**config.mk**
```make
export PLATFORM = sky130hd
export DESIGN_NAME = accum_warp_looper_sequencer_flat
export DESIGN_NICKNAME = d
export VERILOG_FILES = /design/src/rtl/accum_warp_looper_sequencer_pkg.sv /design/src/rtl/accum_warp_looper_sequencer_if.sv /design/src/rtl/accum_warp_looper_sequencer_nd_loop_counter.sv /design/src/rtl/accum_warp_looper_sequencer.sv /design/src/flat_wrapper.sv
export SDC_FILE = /design/constraint.sdc
export NUM_CORES = 1
export LEC_CHECK = 0
export BUFFER_PORTS_ARGS = -buffer_cell sky130_fd_sc_hd__buf_4
export CORE_MARGIN = 1
export CORE_UTILIZATION = 54
export DETAILED_ROUTE_END_ITERATION = 16
export GPL_TIMING_DRIVEN = 0
export PLACE_DENSITY = 0.79
export SLEW_MARGIN = 40
export SYNTH_ARGS = -nofsm -noshare
export SYNTH_HDL_FRONTEND = slang
export SYNTH_HIERARCHICAL = 1
export SYNTH_SLANG_ARGS = --single-unit
```
**constraint.sdc**
```tcl
create_clock -name i_clk -period 2.54 [get_ports i_clk]
set_input_delay 0.508 -clock i_clk [delete_from_list [all_inputs] [get_ports i_clk]]
set_output_delay 0.508 -clock i_clk [all_outputs]
set_load 0.005 [all_outputs]
```
**src/rtl/accum_warp_looper_sequencer_pkg.sv**
```systemverilog
// Shared sizing, types and helpers for the accumulate-warp loop sequencer.
// Latency: n/a (types and constants only).
// Backpressure: n/a.
package accum_warp_looper_sequencer_pkg;

    localparam int WORK_BW = 4;                    // loop counter / boundary width
    localparam int VDIM    = 2;                    // dims per loop level, VDIM-1 innermost
    localparam int N_ICFG  = 7;                    // number of config slots
    localparam int NCFG_BW = $clog2(N_ICFG + 1);   // config id width

    typedef logic [WORK_BW-1:0] work_t;
    typedef work_t [VDIM-1:0]   vec_t;
    typedef logic [NCFG_BW-1:0] id_t;

    typedef enum logic {
        IDLE = 1'b0,
        RUN  = 1'b1
    } state_t;

    // A job with any zero-length dimension has an empty iteration space.
    function automatic logic any_zero(input vec_t v);
        logic z;
        z = 1'b0;
        for (int d = 0; d < VDIM; d++) begin
            if (v[d] == '0) begin
                z = 1'b1;
            end
        end
        return z;
    endfunction

endpackage

```
**src/rtl/accum_warp_looper_sequencer_if.sv**
```systemverilog
// Job (src) and tuple (dst) buses of the loop sequencer.
// Latency: n/a (wiring only).
// Backpressure: src_rdy/src_ack and dst_rdy/dst_ack; transfer when both high.
// Ports: master = job producer / tuple consumer, slave = sequencer.
interface accum_warp_looper_sequencer_if;
    import accum_warp_looper_sequencer_pkg::*;

    // job side
    logic  src_rdy;
    logic  src_ack;
    id_t   i_id;
    vec_t  i_bend;
    vec_t  i_aend;

    // tuple side
    logic  dst_rdy;
    logic  dst_ack;
    id_t   o_id;
    vec_t  o_bofs;
    vec_t  o_aofs;
    logic  o_retire;
    logic  o_islast;

    modport master (
        output src_rdy, i_id, i_bend, i_aend, dst_ack,
        input  src_ack, dst_rdy, o_id, o_bofs, o_aofs, o_retire, o_islast
    );

    modport slave (
        input  src_rdy, i_id, i_bend, i_aend, dst_ack,
        output src_ack, dst_rdy, o_id, o_bofs, o_aofs, o_retire, o_islast
    );

endinterface

```
**src/rtl/accum_warp_looper_sequencer_nd_loop_counter.sv**
```systemverilog
// Multi-dimensional wrapping counter; innermost dim (VDIM-1) advances first.
// Latency: count updates the cycle after i_inc; o_last is combinational on the count.
// Backpressure: none; i_clear has priority over i_inc.
// Ports: i_end exclusive per-dim end, o_cnt current count, o_last = all dims at end-1.
module nd_loop_counter
    import accum_warp_looper_sequencer_pkg::*;
(
    input  logic clk,
    input  logic rst_n,
    input  vec_t i_end,
    input  logic i_clear,
    input  logic i_inc,
    output vec_t o_cnt,
    output logic o_last
);

    localparam work_t ONE = work_t'(1);

    vec_t             cnt_q;
    vec_t             cnt_nxt;
    logic [VDIM-1:0]  at_end;
    logic             carry;

    // Ripple carry from innermost to outermost; a dim at end-1 wraps to 0
    // and passes the increment outward, otherwise it absorbs it.
    always_comb begin
        cnt_nxt = cnt_q;
        at_end  = '0;
        carry   = i_inc;
        for (int d = VDIM - 1; d >= 0; d--) begin
            at_end[d] = (cnt_q[d] == (i_end[d] - ONE));
            if (carry) begin
                if (at_end[d]) begin
                    cnt_nxt[d] = '0;
                end else begin
                    cnt_nxt[d] = cnt_q[d] + ONE;
                    carry      = 1'b0;
                end
            end
        end
    end

    always_ff @(posedge clk or negedge rst_n) begin
        if (!rst_n) begin
            cnt_q <= '0;
        end else if (i_clear) begin
            cnt_q <= '0;
        end else begin
            cnt_q <= cnt_nxt;
        end
    end

    assign o_cnt  = cnt_q;
    assign o_last = &at_end;

endmodule

```
**src/rtl/accum_warp_looper_sequencer.sv**
```systemverilog
// Walks the nested block x accum loop space of one job, one tuple per dst handshake.
// Latency: first tuple the cycle after job accept; next tuple the cycle after each ack.
// Backpressure: tuple held stable while dst_ack low; src_ack low while a job is running.
// Ports: i_clk, i_rst_n (async active-low); bus.slave carries the src job and dst tuple handshakes.
module accum_warp_looper_sequencer
    import accum_warp_looper_sequencer_pkg::*;
(
    input  logic                          i_clk,
    input  logic                          i_rst_n,
    accum_warp_looper_sequencer_if.slave  bus
);

    state_t state;
    logic   dst_rdy_q;
    id_t    id_q;
    vec_t   bend_q;
    vec_t   aend_q;

    logic   accept;
    logic   xfer;
    logic   a_last;
    logic   b_last;
    logic   job_done;

    // Jobs are only taken while idle; src_ack follows src_rdy there.
    assign accept   = bus.src_rdy & (state == IDLE);
    assign xfer     = bus.dst_ack & dst_rdy_q;
    assign job_done = xfer & a_last & b_last;

    nd_loop_counter u_aofs (
        .clk     (i_clk),
        .rst_n   (i_rst_n),
        .i_end   (aend_q),
        .i_clear (accept),
        .i_inc   (xfer),
        .o_cnt   (bus.o_aofs),
        .o_last  (a_last)
    );

    // Block offsets step only when the accum space has been fully walked.
    nd_loop_counter u_bofs (
        .clk     (i_clk),
        .rst_n   (i_rst_n),
        .i_end   (bend_q),
        .i_clear (accept),
        .i_inc   (xfer & a_last),
        .o_cnt   (bus.o_bofs),
        .o_last  (b_last)
    );

    always_ff @(posedge i_clk or negedge i_rst_n) begin
        if (!i_rst_n) begin
            state     <= IDLE;
            dst_rdy_q <= 1'b0;
            id_q      <= '0;
            bend_q    <= '0;
            aend_q    <= '0;
        end else begin
            case (state)
                IDLE: begin
                    if (accept) begin
                        id_q   <= bus.i_id;
                        bend_q <= bus.i_bend;
                        aend_q <= bus.i_aend;
                        // Empty jobs are consumed silently.
                        if (!any_zero(bus.i_bend) && !any_zero(bus.i_aend)) begin
                            state     <= RUN;
                            dst_rdy_q <= 1'b1;
                        end
                    end
                end
                RUN: begin
                    if (job_done) begin
                        state     <= IDLE;
                        dst_rdy_q <= 1'b0;
                    end
                end
                default: begin
                    state     <= IDLE;
                    dst_rdy_q <= 1'b0;
                end
            endcase
        end
    end

    assign bus.src_ack  = accept;
    assign bus.dst_rdy  = dst_rdy_q;
    assign bus.o_id     = id_q;
    // Flags are qualified by dst_rdy so stale latched ends cannot raise them while idle.
    assign bus.o_retire = dst_rdy_q & a_last;
    assign bus.o_islast = dst_rdy_q & a_last & b_last;

endmodule
```
**src/flat_wrapper.sv**
```systemverilog
// flat-port wrapper written by rule: the top's interface ports become plain ports
module accum_warp_looper_sequencer_flat import accum_warp_looper_sequencer_pkg::*;
  (i_clk, i_rst_n, bus_src_rdy, bus_i_id, bus_i_bend, bus_i_aend, bus_dst_ack, bus_src_ack, bus_dst_rdy, bus_o_id, bus_o_bofs, bus_o_aofs, bus_o_retire, bus_o_islast);
  accum_warp_looper_sequencer_if bus_i ();
  input  logic i_clk;
  input  logic i_rst_n;
  input wire logic [$bits(bus_i.src_rdy)-1:0] bus_src_rdy;
  input wire logic [$bits(bus_i.i_id)-1:0] bus_i_id;
  input wire logic [$bits(bus_i.i_bend)-1:0] bus_i_bend;
  input wire logic [$bits(bus_i.i_aend)-1:0] bus_i_aend;
  input wire logic [$bits(bus_i.dst_ack)-1:0] bus_dst_ack;
  output wire logic [$bits(bus_i.src_ack)-1:0] bus_src_ack;
  output wire logic [$bits(bus_i.dst_rdy)-1:0] bus_dst_rdy;
  output wire logic [$bits(bus_i.o_id)-1:0] bus_o_id;
  output wire logic [$bits(bus_i.o_bofs)-1:0] bus_o_bofs;
  output wire logic [$bits(bus_i.o_aofs)-1:0] bus_o_aofs;
  output wire logic [$bits(bus_i.o_retire)-1:0] bus_o_retire;
  output wire logic [$bits(bus_i.o_islast)-1:0] bus_o_islast;
  assign bus_i.src_rdy = bus_src_rdy;
  assign bus_i.i_id = bus_i_id;
  assign bus_i.i_bend = bus_i_bend;
  assign bus_i.i_aend = bus_i_aend;
  assign bus_i.dst_ack = bus_dst_ack;
  assign bus_src_ack = bus_i.src_ack;
  assign bus_dst_rdy = bus_i.dst_rdy;
  assign bus_o_id = bus_i.o_id;
  assign bus_o_bofs = bus_i.o_bofs;
  assign bus_o_aofs = bus_i.o_aofs;
  assign bus_o_retire = bus_i.o_retire;
  assign bus_o_islast = bus_i.o_islast;
  accum_warp_looper_sequencer u_core (.i_clk(i_clk), .i_rst_n(i_rst_n), .bus(bus_i));
endmodule
```
Word-level counts from Yosys, hierarchy flattened
Cells that the tools add are included.
{"block": "totals", "regBits": 37, "input_bits": 23, "elab_cells": 78}
{"block": "classes", "addsub": 8, "eq_ne": 7, "muxes": 30, "n_bitwise": 7, "n_reduce_logical": 15}
{"op": "2-to-1 mux 4 bit", "count": 8}
{"op": "2-to-1 mux 1 bit", "count": 18}
{"op": "adder 4 x 1 -> 4 bit (second input constant)", "count": 4}
{"op": "equality test 4 bit", "count": 4}
{"op": "logical NOT 4 bit", "count": 4}
{"op": "2-to-1 mux 8 bit", "count": 2}
{"op": "subtractor 4 x 1 -> 4 bit (second input constant)", "count": 4}
{"op": "nonzero test 2 bit", "count": 4}
{"op": "AND 1 bit", "count": 6}
{"op": "inequality test 2 bit (second input constant)", "count": 3}
{"op": "AND reduction 2 bit", "count": 3}
{"op": "case mux 1 bit (2 select lines)", "count": 2}
{"op": "AND reduction 3 bit", "count": 1}
{"op": "logical NOT 1 bit", "count": 2}
{"op": "logical AND 1 bit", "count": 1}
{"op": "NOT 1 bit", "count": 1}

Depth between registers and ports, before layout
{"block": "logic_depth", "ltp_word": 10, "depth_mapped": 11}

Hierarchy
Netlist, hierarchy kept.
{"module": "nd_loop_counter", "n_inst": 2, "cells_each": 69, "area_each_um2": 641.9, "seq_area_each_um2": 200.2}
{"module": "accum_warp_looper_sequencer", "n_inst": 1, "cells_each": 99, "area_each_um2": 863.3, "seq_area_each_um2": 525.5}

Worst setup path after synthesis
Ideal clock, no wire load.
{"block": "synth_path", "kind": "register to register", "from": "reg u_core/aend_q[4] (netlist bit)", "to": "reg u_core.u_bofs.cnt_q (netlist bit u_core/u_bofs/o_cnt[0])", "setup_ns": 0.092, "arrival_ns": 2.176, "t_required_ns": 2.448, "path_slack_ns": 0.272, "stages_incl_launch_ff": 11, "n_path_buf": 0, "synth_period_minus_slack_ns": 2.268, "cell_sequence": "dfrtp_1 -> inv_1 -> ha_1 -> xor3_1 -> nor3_2 -> nand2_1 -> nor2_1 -> and3_1 -> nand3_2 -> nand2b_4 -> o31ai_2"}
{"block": "synth_between", "elab_chain_cells": 6}
{"element": "start, declared", "line_no": "accum_warp_looper_sequencer.sv:17", "text": "vec_t aend_q;"}
{"element": "start signal, assigned", "line_no": "accum_warp_looper_sequencer.sv:64", "text": "aend_q <= bus.i_aend;"}
{"element": "subtractor 4 x 1 -> 4 bit", "line_no": "accum_warp_looper_sequencer_nd_loop_counter.sv:31", "text": "at_end[d] = (cnt_q[d] == (i_end[d] - ONE));"}
{"element": "equality test 4 bit", "line_no": "accum_warp_looper_sequencer_nd_loop_counter.sv:31"}
{"element": "AND reduction 2 bit", "line_no": "accum_warp_looper_sequencer_nd_loop_counter.sv:54", "text": "assign o_last = &at_end;"}
{"element": "named net u_core.a_last", "line_no": "accum_warp_looper_sequencer.sv:21", "text": "logic a_last;"}
{"element": "AND 1 bit", "line_no": "accum_warp_looper_sequencer.sv:46", "text": ".i_inc (xfer & a_last),"}
{"element": "2-to-1 mux 1 bit", "line_no": "accum_warp_looper_sequencer_nd_loop_counter.sv:32", "text": "if (carry) begin"}
{"element": "nonzero test 2 bit (no line)"}
{"element": "end signal, assigned", "line_no": "accum_warp_looper_sequencer_nd_loop_counter.sv:49", "text": "cnt_q <= cnt_nxt;"}
{"element": "end, declared", "line_no": "accum_warp_looper_sequencer_nd_loop_counter.sv:19", "text": "vec_t cnt_q;"}
The timed path passes the listed nets, and every way through them passes these cells.
A chain may end at the register's enable or synchronous reset.

Worst setup path after layout
{"block": "layout_path", "from": "reg u_core.u_bofs.cnt_q (netlist bit u_core/u_bofs/o_cnt[6])", "to": "out bus_o_islast"}
{"block": "layout_between", "elab_chain_cells": 3}
{"element": "equality test 4 bit", "line_no": "accum_warp_looper_sequencer_nd_loop_counter.sv:31"}
{"element": "AND reduction 2 bit", "line_no": "accum_warp_looper_sequencer_nd_loop_counter.sv:54"}
{"element": "named net u_core.b_last", "line_no": "accum_warp_looper_sequencer.sv:22", "text": "logic b_last;"}
{"element": "AND 1 bit", "line_no": "accum_warp_looper_sequencer.sv:91", "text": "assign bus.o_islast = dst_rdy_q & a_last & b_last;"}
{"element": "end, declared", "line_no": "flat_wrapper.sv:18", "text": "output wire logic [$bits(bus_i.o_islast)-1:0] bus_o_islast;"}
The timed path passes the listed nets, and every way through them passes these cells.

==> metrics.md <==
| Metric | Value |
|---|---|
| Outcome | finished, final reports clean |
| Hold Fails Final Rpt | 0 |
| Crit-path slowest cell | dfrtp_1 |
| Final core utilization | 0.737 |
| Yosys Warn Count | 6 |
| GRT overflow | 0 |
| Vias | 1880 |
| DR DRC count | 0 |
| Syn avg cell area | roughly 9.1 um^2 |
| CP cell instances | xor3_1 -> nor3_2 -> nand2_2 -> nor2_4 -> and3_4 -> buf_4 |
| Synth Net Count | ~270 |
| Capturing point of the worst reg2reg path | u_core/u_bofs/o_cnt[0] |
| CTS Root Cell | clkbuf_8 |
| Top Ports | between 40 and 50 |
| 1st-iter DRT viols | about 120 |
| Number of max-cap violations | 0 |
| Min-delay worst type | in2async |
| Initial antenna violation count | 0 |
| Commonest cells in the synthesized netlist | nand2_1 (73), dfrtp_1 (37), inv_1 (13), nand3_1 (12) |
| Maximum number of pins on one net before global-route repair | 38 |
| Site Rows | 22 |
| WS Path Type | reg2out |
| Hold WS | about 0.16 ns |
| Register area share after synthesis | 0.431 |
| Port Buf Inserts | 45 |
| Htree depth | 2 |
| Share of layout cells above drive strength 1 | 0.292 |
| Synth cell types | 35 |
| Worst r2r src | u_core/aend_q[0] |
| Final Power | between 2 and 3 mW |
| Largest family of logic cells by synthesized area | simple AND/OR/NAND/NOR gates |
| Slew @ Worst Pin | 0.482 ns |
| Fin crit period | between 2 and 2.5 ns |
| CTS Buf Count | 5 |
| Clock-pin slew on the worst setup and hold paths | around 0.07 ns |
| Number of synthesized flops with an enable pin | 0 |
| Final Slew Violations | 0 |
| Worst reg2reg path depth | 10 |
| Number of vias per cell | 5.39 |
| Synth async-reset ratio | 1.00 |
| Slew margin rel. | 0.676 |
| CTS Hold Bufs | 0 |
| Top cell type's share of synthesized area | 0.431 |
| Synth area leaders | dfrtp_1 (43%), nand2_1 (13%), ha_1 (4.7%) |
| Crit path DAT | 1.94 ns |
| Final ANT Viol Nets | 0 |
| Synth area leader | dfrtp_1 |
| Layout Nets | between 300 and 400 |
| Die area | between 0.004 and 0.005 mm^2 |
| Clk buf depth | 2 |
| Compound-Gate Fraction of Synth Area | 0.0752 |
| Fillers | between 200 and 300 |
| Total length of routed wires | ~4.8 mm |
| Initial Utilization | 0.574 |
| LEAKAGE | 1.38 nW |
| Most frequent cell after synthesis | nand2_1 |
| Num Clock Sinks | 37 |
| Startpoint types | flip-flop |
| CP Capture Type | output port |
| Register bit total from synthesis | 37 |
| Antenna cells | 0 |
| CTS tree | done |
| CP peak stage delay | between 0.4 and 0.5 ns |
| Peak VDD IR | around 0.5 mV |
| Max frequency | 0.408 GHz |
| Gpl congestion | ~0.79 |
| Core ar. | about 0.0037 mm^2 |
| Reg2Reg Setup Slack | between 0.2 and 0.25 ns |
| Clock skew | about 0.0075 ns |
| Initial DRT Pass Iterations | 4 |
| HPWL after detailed placement | around 3.3 mm |
| PD cells | roughly 1000 mW/mm^2 |
| Worst path required time | a little over 2 ns |
| Die X | about 65 um |
| Vias in the first global route | 1811 |
| WL/cell | 13.7 um |
| Synth Flop Type | dfrtp_1 |
| Post-Synth Simple-Gate Area | 0.296 |
| Clock Latency Late Sink | 0.30 ns |
| Syn Inst Count | 237 |
| Post-synthesis mux area share | 0.00932 |
| Finish-stage setup viols | 0 |
| Synth Area in XOR/XNOR | 0.104 |
| Area growth syn-to-layout | 28.4% |
| First-pass GRT wire length | 7.98 mm |
| Adder-Cell Fraction of Synth Area | 0.0466 |
| Netlist Area Pre-Place | 0.00215 mm^2 |
| Tcrit/Tclk final | 0.964 |
| All-Layer GR Usage | 0.251 |
| Peak fanout along the critical path | 5 |
| Die height | roughly 65 um |
## state kept, by name (all words and copies together) (netlist names)
register and flops:
u_core/state 1, u_core/u_aofs/o_cnt 8, u_core/aend_q 8, u_core/bus.o_id 3, u_core/bend_q 8, u_core/u_bofs/o_cnt 8
u_core/bus.dst_rdy 1
## cell usage in the layout (no fill, tap or decap), types with 3 or more instances in the layout
master	n
a21oi_1	4
buf_4	58
clkbuf_1	3
clkbuf_8	5
dfrtp_1	37
ha_1	8
inv_1	13
nand2_1	71
nand3_1	12
nand4_1	4
nor2_1	4
nor3_1	4
nor4_1	4
o21ai_0	4
o21ai_1	6
or3_1	3
xnor2_1	10
xor2_1	8
## report_power, final
group	internal, mW	switching, mW
clock network	0.190	0.212
logic	0.691	0.669
registers	0.789	0.201
## routing by layer
layer | vias up | GRT usage | share of wire
met2 | 47 | 0.406 | 0.47
met4 | 0 | 0.0679 | 0.012
li1 | 925 | - | -
met5 | - | 0 | 0
met1 | 901 | 0.338 | 0.46
met3 | 7 | 0.0581 | 0.058
## worst max-delay path, delay by kind of cell (launching register included)
kind	cells	cell delay (ns)
DFF	1	0.45
buffers and inverters	1	0.10
and+or+nand+nor	4	0.65
xor gates and xnor gates	1	0.45
## worst max path at each step
stage / startpoint / end / cells past startpoint
2_1_floorplan: u_core/aend_q[4] / u_core/u_bofs/o_cnt[0] / 10
3_3_place_gp: u_core/aend_q[4] / u_core/u_bofs/o_cnt[0] / 10
3_5_place_dp: u_core/aend_q[4] / u_core/u_bofs/o_cnt[0] / 10
4_1_cts: u_core/aend_q[4] / bus_o_islast / 8
5_1_grt: u_core/aend_q[0] / bus_o_islast / 7
6_report: u_core/u_bofs/o_cnt[6] / bus_o_islast / 6
## area by class of cell
class,instances,area (um^2),share of cell area
Timing Repair Buffer,56,420,0.152
Buffer,6,32.5,0.0118
Clock inverter,2,10.0,0.00363
Inverter,13,48.8,0.0177
Multi-Input combinational cell,181,1190,0.431
Clock buffer,6,72.6,0.0263
Tap cell,48,60.1,0.0218
Sequential cell,37,926,0.336
## stage by stage
stage,instances,instance area (um^2),setup WS (ns),TNS [ns]
floorplan,237,2150,0.272,0
global placement,330,2540,-0.0268,-0.0343
detailed placement,330,2540,-0.0513,-0.0905
CTS,348,2730,0.00267,0
global route,349,2760,-0.00146,-0.00146
finish,349,2760,0.0910,0
## logic make-up after synthesis
group           after synthesis
mux                           2
compound gates               23
xor+xnor                     22
flops                        37
simple gates                126
fa+ha+maj                     8
buf+inv                      19
## repair_timing
action                                  CTS  global route
gates resized for setup                   7             4
endpoints found under the setup margin    7             8
hold endpoints to repair                  0             0
setup buffers                            10             1
pin swaps                                 5             2
Note: power is estimated with default switching activity, not from simulation.
